==> src/rtl/tt_um_mattvenn_rgb_mixer_core.sv <==
// RGB mixer core: three quadrature encoders, each debounced and decoded into
// an 8-bit level that drives one PWM output from a shared free-running counter.
// uio_out exposes one selected level for debugging.
module tt_um_mattvenn_rgb_mixer_core (
    input  logic       clk,
    input  logic       rst_n,
    input  logic       ena,
    input  logic [7:0] ui_in,
    output logic [7:0] uo_out,
    input  logic [7:0] uio_in,
    output logic [7:0] uio_out,
    output logic [7:0] uio_oe
);

    logic       srst;
    logic [5:0] deb;
    logic [7:0] value [3];
    logic [2:0] pwm;
    logic [7:0] counter_reg;
    logic       unused;

    assign srst   = ~rst_n;
    assign unused = &{ena, uio_in, 1'b0};

    // One debouncer per encoder pin: the output only flips once eight
    // consecutive samples agree, so any shorter pulse is swallowed.
    generate
        for (genvar gi = 0; gi < 6; gi++) begin : g_debounce
            logic [7:0] hist_reg;
            logic [7:0] hist_next;
            logic       deb_reg;

            assign hist_next = {hist_reg[6:0], ui_in[gi]};

            // Shift in the raw pin; flip the output on the edge the history saturates
            always_ff @(posedge clk) begin
                if (srst) begin
                    hist_reg <= 8'h00;
                    deb_reg  <= 1'b0;
                end else begin
                    hist_reg <= hist_next;
                    if (hist_next == 8'hFF) begin
                        deb_reg <= 1'b1;
                    end else if (hist_next == 8'h00) begin
                        deb_reg <= 1'b0;
                    end
                end
            end

            assign deb[gi] = deb_reg;
        end
    endgenerate

    // Shared PWM timebase, wraps naturally at 256
    always_ff @(posedge clk) begin
        if (srst) begin
            counter_reg <= 8'h00;
        end else begin
            counter_reg <= counter_reg + 8'd1;
        end
    end

    // Per-channel quadrature decode, level register and PWM comparator.
    // Only A edges count; B just selects the direction, so bouncing B
    // transitions can never move the level.
    generate
        for (genvar gi = 0; gi < 3; gi++) begin : g_channel
            logic       a;
            logic       b;
            logic       a_dly_reg;
            logic [7:0] value_reg;
            logic       pwm_reg;
            logic       step_up;
            logic       step_down;

            assign a = deb[2*gi];
            assign b = deb[2*gi+1];

            // A rising with B low or A falling with B high counts up; the opposite pairs count down
            always_comb begin
                step_up   = 1'b0;
                step_down = 1'b0;
                if (a != a_dly_reg) begin
                    step_up   = (a != b);
                    step_down = (a == b);
                end
            end

            // Level register with modulo-256 wrap, plus the delayed A used for edge detection
            always_ff @(posedge clk) begin
                if (srst) begin
                    a_dly_reg <= 1'b0;
                    value_reg <= 8'h00;
                end else begin
                    a_dly_reg <= a;
                    if (step_up) begin
                        value_reg <= value_reg + 8'd1;
                    end else if (step_down) begin
                        value_reg <= value_reg - 8'd1;
                    end
                end
            end

            // Registered comparator: high for value_reg out of every 256 cycles
            always_ff @(posedge clk) begin
                if (srst) begin
                    pwm_reg <= 1'b0;
                end else begin
                    pwm_reg <= (counter_reg < value_reg);
                end
            end

            assign value[gi] = value_reg;
            assign pwm[gi]   = pwm_reg;
        end
    endgenerate

    // Debug readback of one channel level, selected by ui_in[7:6]
    always_comb begin
        uio_out = 8'h00;
        case (ui_in[7:6])
            2'd0:    uio_out = value[0];
            2'd1:    uio_out = value[1];
            2'd2:    uio_out = value[2];
            default: uio_out = 8'h00;
        endcase
    end

    assign uo_out = {5'b00000, pwm};
    assign uio_oe = 8'hFF;

endmodule

==> config.mk <==
export PLATFORM = sky130hd
export DESIGN_NAME = tt_um_mattvenn_rgb_mixer_core
export DESIGN_NICKNAME = d
export VERILOG_FILES = /design/src/rtl/tt_um_mattvenn_rgb_mixer_core.sv
export SDC_FILE = /design/constraint.sdc
export NUM_CORES = 1
export LEC_CHECK = 0
export CAP_MARGIN = 20
export CORE_AREA = 4 4 112 114
export CTS_CLUSTER_DIAMETER = 150
export DETAILED_ROUTE_END_ITERATION = 8
export DIE_AREA = 0 0 116 118
export PLACE_DENSITY_LB_ADDON = 0.25
export REMOVE_ABC_BUFFERS = 1
export SKIP_LAST_GASP = 1
export SYNTH_ARGS = -nofsm -noshare
export SYNTH_HDL_FRONTEND = slang
export SYNTH_SLANG_ARGS = --single-unit
==> constraint.sdc <==
create_clock -name clk -period 2.5 [get_ports clk]
set_input_delay 0.5 -clock clk [delete_from_list [all_inputs] [get_ports clk]]
set_output_delay 0.5 -clock clk [all_outputs]
set_load 0.01 [all_outputs]
Yosys cells after proc, flatten, opt, wreduce, memory -nomap -nowiden:

Cells that the tools add are included.

* register bits: 86
* bits in latches: 0
* RAM bits: 0
* memory bits (read-only): 0
* output and inout port bits: 24
* logic and storage cells: 90
* memories: 0

* add/sub/neg operators: 7
* multipliers: 0
* div/mod/pow operators: 0
* $lt $le $gt $ge: 3
* equal/unequal tests: 17
* shift operators: 0
* muxes and demuxes: 25
* bitwise logic cells: 0
* reductions and logical operators: 16

Operators by type and width (number)
* $eq 8x8->1 const B: 6
* $logic_not 8->1: 6
* $mux 8: 6
* $add 8x1->8 const B: 4
* $lt 8x8->1: 3
* $pmux 8 s3: 1
* $sub 8x1->8 const B: 3
* $mux 1: 18
* $reduce_bool 2->1: 9
* $ne 1x1->1: 6
* $eq 1x1->1: 3
* $eq 2x1->1 const B: 1
* $eq 2x2->1 const B: 1
* $logic_not 2->1: 1

Depth between registers and ports, before layout:

Gate-level depths: netlist of the first run.

* word-level depth: 4
* depth in mapped cells: 8

Worst setup path after synthesis of the first run:

No wires, ideal clock.

* path type: register -> register
* start: register g_channel[1].a_dly_reg
* end: register g_channel[1].value_reg[7]
* data arrival time: 2.299 ns
* slack: 0.130 ns
* stages on the path, launching flop included: 9
* path buffers: 0
* period minus slack after synthesis: 2.370 ns
* cells stage by stage: dfxtp_1 > nor2b_1 > a21oi_1 > ha_1 > o21ai_0 > o31ai_1 > a211o_1 > mux2i_1 > mux2i_1

* cells in the longest elaborated chain, start to end: 3
* elaborated cells on any way between the ends: 5
* those cells by class: eq/ne: 1; mux: 3; reduce/logical: 1

RTL lines
* from (decl): RTL line 70 `logic a_dly_reg;`
* from (signal assigned): RTL line 92 `a_dly_reg <= 1'b0;`
* from (signal assigned): RTL line 95 `a_dly_reg <= a;`
* $ne 1x1->1 *: RTL line 83 `if (a != a_dly_reg) begin`
* $mux 1: RTL line 83
* $mux 8 or $reduce_bool 2->1 (tied branches)
* to (signal assigned): RTL line 97 `value_reg <= value_reg + 8'd1;`
* to (signal assigned): RTL line 99 `value_reg <= value_reg - 8'd1;`
* to (decl): RTL line 71 `logic [7:0] value_reg;`

Mark *: on every way between the ends. The rest lies on a longest branch, timed or not.
A chain may end at the register's enable or synchronous reset.

Final worst setup path of the first run:

* start: input ui_in[7]
* end: output uio_out[0]

* cells in the longest elaborated chain, start to end: 2
* elaborated cells on any way between the ends: 4
* those cells by class: eq/ne: 2; mux: 1; reduce/logical: 1

RTL lines
* from (decl): RTL line 8 `input logic [7:0] ui_in,`
* $eq 2x2->1, or another cell as far along: RTL line 121 `case (ui_in[7:6])`
* $pmux 8 s3 *: RTL line 121
* to (decl): RTL line 11 `output logic [7:0] uio_out,`

Marks and branches as above.

==> impl_metrics.ini, run 1 <==
[floorplan]
num_io_pins = 43
rows = 39
core_area_um2 = 11420
fp.dieH_um = 118
dieArea_um2 = 13690
die_w_um = 116
start_util_pct = 39.90

[yosys]
synthTopCellsByArea = dfxtp_1, ha_1, and2_1
synth_most_common_cell = dfxtp_1
synth.distinct_cells = 41
ys.flop_type = dfxtp_1
netlist_top_cells_count = dfxtp_1, and2_1, nand2_1, ha_1, inv_1
yosys_warnings = 0
synthArstFlopShare_pct = 0
seq_area_frac_synth_pct = 37.79
synth_largest_area_cell = dfxtp_1
syn_inst = 502
synth.top_cell.area_share_pct = 37.79
synth_edf_count = 0
syn_area_um2 = 4556
synth_seq_cells = 86
syn_area_per_cell_um2 = 9.075

[setup_path]
end_kind = primary output
arrival_ps = 1870
crit_required_ps = 2000
critPathKind = in -> out
reg2reg_depth = 9
cp_max_fo = 7
worst_setup_path_start_kind = input pin

[power_and_ir_drop]
ir_drop_v = 0.0004455
swShare_pct = 21.20
p_clk_share_pct = 48.1
power_leakage_uw = 0.002356
p_int_uw = 2369
p_switching_uw = 637.2
share_comb_of_total_power_pct = 4.9
power_density_nw_per_um2 = 564.0
p_seq_share_pct = 47.0

[sta]
finalMaxSlewViolations = 0
period_share_pct = 94.70
rsz0062_at_grt = no
fin_tns_setup_ps = 0
hold_viol = 0
finalSetupViolCount = 0
relSlewSlack_pct = 43.59
fmax_ghz = 0.4224
finClkSkew_ps = 6.861
worst_pin_slew_ps = 840.0
fin_crit_ps = 2368

[routing]
post_drt_wl_per_cell_um = 13.34
routed_wirelength_um = 9099
dr_total_vias = 3460
vias_per_cell = 5.073
detail_route.first_pass.iterations = 4
first_iter_violations = 123
drc = 0
final_antenna_net_count = 0

[finish]
multi_input_area_um2 = 2626
nets = 597
regArea_um2 = 1724
diodes = 0
stdcell_count = 682
area_delta_synth_final_pct = 16.97
fill_cells = 1140
largest_reg_flops = 42
drive_gt1_share_pct = 8.905

[global_routing]
grt_pass1_wl_um = 16120
grt.overflow.total = 0
antenna_found_initial = 0
first_global_vias = 3405
track_usage_pct = 14.71
grt_max_degree = 35

[cts]
cts_setup_buffers = 0
clkSinkCount = 86
clk_latency_ps = 340
clockRootBuffer = clkbuf_16
cts_tree = yes
cts_made_buffers = 9
htreeDepth = 3
hold_buffers = 0
clk_pin_slew_ps = 60
clock_path_buffers = 2

[placement]
port_buffers = 20
dp_cells = 667
dp_hpwl_um = 6740
gp_congestion = 0.7983

[status]
outcome = completed

[run]
drv_cap = 0

[hold_path]
hold_depth = 2
hp-class = reg -> reg
metrics by stage:
step	hold WS, ps	area (um2)	utilization (%)	total power (uW)	setup slack [ps]
after floorplan	416.4	4427	-	1507	129.7
after global placement	437.6	4976	43.58	1588	-174.7
after detailed placement	436.4	4976	43.58	1591	-140.2
after CTS	451.2	5293	46.35	3057	-65.02
after global routing	478.4	5329	46.67	3138	11.91
final	444.0	5329	46.67	3006	132.5
layer usage:
metal / GRT usage [%] / share of wire [%] / wire length, um / vias to the layer above
met5: 0 / 0 / 0 / -
met4: 5.149 / 1.7 / 153 / 0
li1: - / - / - / 1800
met1: 18.89 / 49 / 4467 / 1594
met3: 4.576 / 4.5 / 406 / 11
met2: 23.13 / 45 / 4072 / 55
worst paths after layout:
path	startpoint	end	slack, ps
setup / recovery	ui_in[7]	uio_out[0]	130
hold / removal	g_debounce[2].hist_reg[4]	g_channel[1].a	440
setup reg to reg	g_channel[0].a_dly_reg	g_channel[0].value_reg[7]	210
hold reg to reg	g_debounce[2].hist_reg[4]	g_channel[1].a	440
critical path, cell delays in order:
cell             delay, ps
clkdlybuf4s50_1        490
buf_4                  180
mux2i_1                190
o21ai_1                 80
buf_4                  140
dlygate4sd2_1          290
final cells by class:
| class | instances | area share, % |
|---|---|---|
| flip-flops and latches | 86 | 32.35 |
| well taps | 143 | 3.358 |
| inverters | 28 | 1.972 |
| repair buffers | 40 | 6.973 |
| multi-input cells | 370 | 49.28 |
| clock buffers | 10 | 4.485 |
| clock inverters | 5 | 1.573 |
cell families after synthesis:
kind of cell	share of synthesized area [%]
flops	37.79
xor+xnor	4.037
mux	3.735
buf+inv	6.042
fa+ha+maj	12.30
other cells	0.1649
simple gates	21.75
compound gates	14.17
power groups by stage:
stage / combinational, uW / clock [uW] / sequential, uW
finish: 148 / 1450 / 1410
global route: 168 / 1560 / 1410
CTS: 149 / 1500 / 1410
detailed placement: 148 / 0 / 1440
global placement: 146 / 0 / 1440
floorplan: 67.8 / 0 / 1440
cells in the final DEF (no fill, tap or decap), types with 7 or more instances in the layout:
master | Yosys | layout
buf_4 | 16 | 18
inv_1 | 28 | 28
clkbuf_16 | 0 | 9
and2_1 | 52 | 52
a21o_1 | 14 | 14
conb_1 | 2 | 13
dfxtp_1 | 86 | 84
a21oi_1 | 18 | 15
nor2_1 | 9 | 9
nand4_1 | 12 | 12
nand3_1 | 11 | 11
mux2i_1 | 17 | 17
clkdlybuf4s50_1 | 0 | 11
o21ai_0 | 22 | 20
nor4_1 | 7 | 7
ha_1 | 40 | 40
xnor2_1 | 16 | 16
nand2_1 | 51 | 51
what timing repair did:
action / CTS / global route
endpoints found under the setup margin: 6 / 9
pin swaps: 0 / 1
gates resized for setup: 7 / 11
Power figures use the tool's default switching activity.
==> run 2: changes to the inputs <==
==> constraint.sdc (replaced) <==
create_clock -name clk -period 2.1 [get_ports clk]
set_input_delay 0.42 -clock clk [delete_from_list [all_inputs] [get_ports clk]]
set_output_delay 0.42 -clock clk [all_outputs]
set_load 0.01 [all_outputs]
==> impl_metrics.ini, run 2 (synthesized netlist as in run 1, its figures left out) <==
[status]
outcome = complete, but fails checks
violations = setup timing

[routing]
top_layer = met4
post_drt_wl_per_cell_um = 13.53
dr_wl_met3_um = 376
wl_met2_um = 4716
drc = 0
first_iter_violations = 170
wl_met1_um = 4649
dr_total_vias = 3675
final_antenna_net_count = 0
detail_route.first_pass.iterations = 4
routed_wirelength_um = 9821
vias_per_cell = 5.062

[setup_path]
cpPeakStageDelay_ps = 350
cp_top_family = compound AO/OA/AOI/OAI gates
worst_setup_path_start_kind = register
crit_required_ps = 2360
crit_buf_inv = 0
critPathKind = reg -> reg
crit_slowest_cell = a211o_1
end_kind = register
crit_path_cell_trace = nor3b_4 > a21oi_4 > ha_4 > a211oi_4 > o31ai_4 > a211o_1 > mux2i_2 > mux2i_1
cp_max_fo = 4
arrival_ps = 2490

[floorplan]
num_io_pins = 43
dieArea_um2 = 13690
rows = 39
die_w_um = 116
core_area_um2 = 11420
start_util_pct = 39.90
fp.dieH_um = 118

[global_routing]
grt.overflow.total = 0
first_global_vias = 3664
grt_max_degree = 31
track_usage_pct = 14.81
grt_pass1_wl_um = 16620
antenna_found_initial = 0

[finish]
diodes = 0
drive_gt1_share_pct = 23.33
mostFrequentLayoutCells = dfxtp_1, buf_4, and2_1
area_delta_synth_final_pct = 28.32
stdcell_count = 726
largest_reg_flops = 42
nets = 640
final_common_cell = dfxtp_1

[sta]
fin_tns_setup_ps = -212.1
holdWs_ps = 458.6
setup_ws_ps = -125.4
rsz0062_at_grt = yes
finalSetupViolCount = 4
fmax_ghz = 0.4494
finClkSkew_ps = 4.231
finalMaxSlewViolations = 0
worst_pin_slew_ps = 569.6
relSlewSlack_pct = 61.90
hold_viol = 0
period_share_pct = 106.0
fin_crit_ps = 2225

[cts]
clockRootBuffer = clkbuf_16
hold_buffers = 0
cts_made_buffers = 9
clk_pin_slew_ps = 60
clock_path_buffers = 2
clk_latency_ps = 330
cts_tree = yes
clkSinkCount = 86
htreeDepth = 3

[run]
drv_cap = 0

[placement]
dp_hpwl_um = 7046
dp_cells = 702
gp_congestion = 0.7962
port_buffers = 20

[hold_path]
hp-class = reg -> reg

[power_and_ir_drop]
power_density_nw_per_um2 = 593.2
ir_drop_v = 0.0003632
power_leakage_uw = 0.002540
==> run 2: timing repair <==
action                     4_1_cts  5_1_grt
resized for setup               46       45
pin swaps                       11       22
buffers inserted                 6        4
cloned                           0        0
setup endpoints to repair       15       18
==> run 2: tightest hold or removal path: stages, from the launching register on <==
cell     delay, ps
dfxtp_1        320
nand2_1         40
o21ai_0         60
==> run 2: final cells by class <==
| cell class | count | area [um2] |
|---|---|---|
| Clock inverter | 6 | 68.82 |
| Clock buffer | 10 | 239.0 |
| Tap cell | 143 | 178.9 |
| Timing Repair Buffer | 83 | 659.4 |
| Fill cell | 1061 | 5573 |
| Inverter | 28 | 105.1 |
| Sequential cell | 86 | 1732 |
| Multi-Input combinational cell | 370 | 2863 |
==> run 2: layer usage <==
layer / vias up / GRT usage [%]
met2: 51 / 24.28
li1: 1896 / -
met5: - / 0
met1: 1721 / 19.17
met4: 0 / 3.916
met3: 7 / 3.856
==> run 2: per-stage QoR <==
| stage | area, um2 | setup slack [ps] | utilization (%) | total power [uW] |
|---|---|---|---|---|
| after detailed placement | 5226 | -413.6 | 45.77 | 1891 |
| final | 5846 | -125.4 | 51.19 | 3467 |
| after CTS | 5733 | -74.19 | 50.21 | 3511 |
| after global placement | 5226 | -383.6 | 45.77 | 1887 |
| after floorplan | 4427 | -270.3 | - | 1794 |
| after global routing | 5846 | -239.2 | 51.19 | 3607 |
==> run 2: path summary, 6_finish.rpt <==
| path | from | to | slack, ps | depth (start not counted) |
|---|---|---|---|---|
| setup / recovery | g_channel[1].a | g_channel[1].value_reg[7] | -130 | 8 |
| hold / removal | g_debounce[0].hist_reg[4] | g_channel[0].a | 460 | 2 |
| setup reg to reg | g_channel[1].a | g_channel[1].value_reg[7] | -130 | 8 |
| hold reg to reg | g_debounce[0].hist_reg[4] | g_channel[0].a | 460 | 2 |
==> run 2: power breakdown <==
group	internal [uW]	switching, uW
Clock	960	651
Sequential	1660	21.4
Combinational	90.2	85.3
Total	2710	758
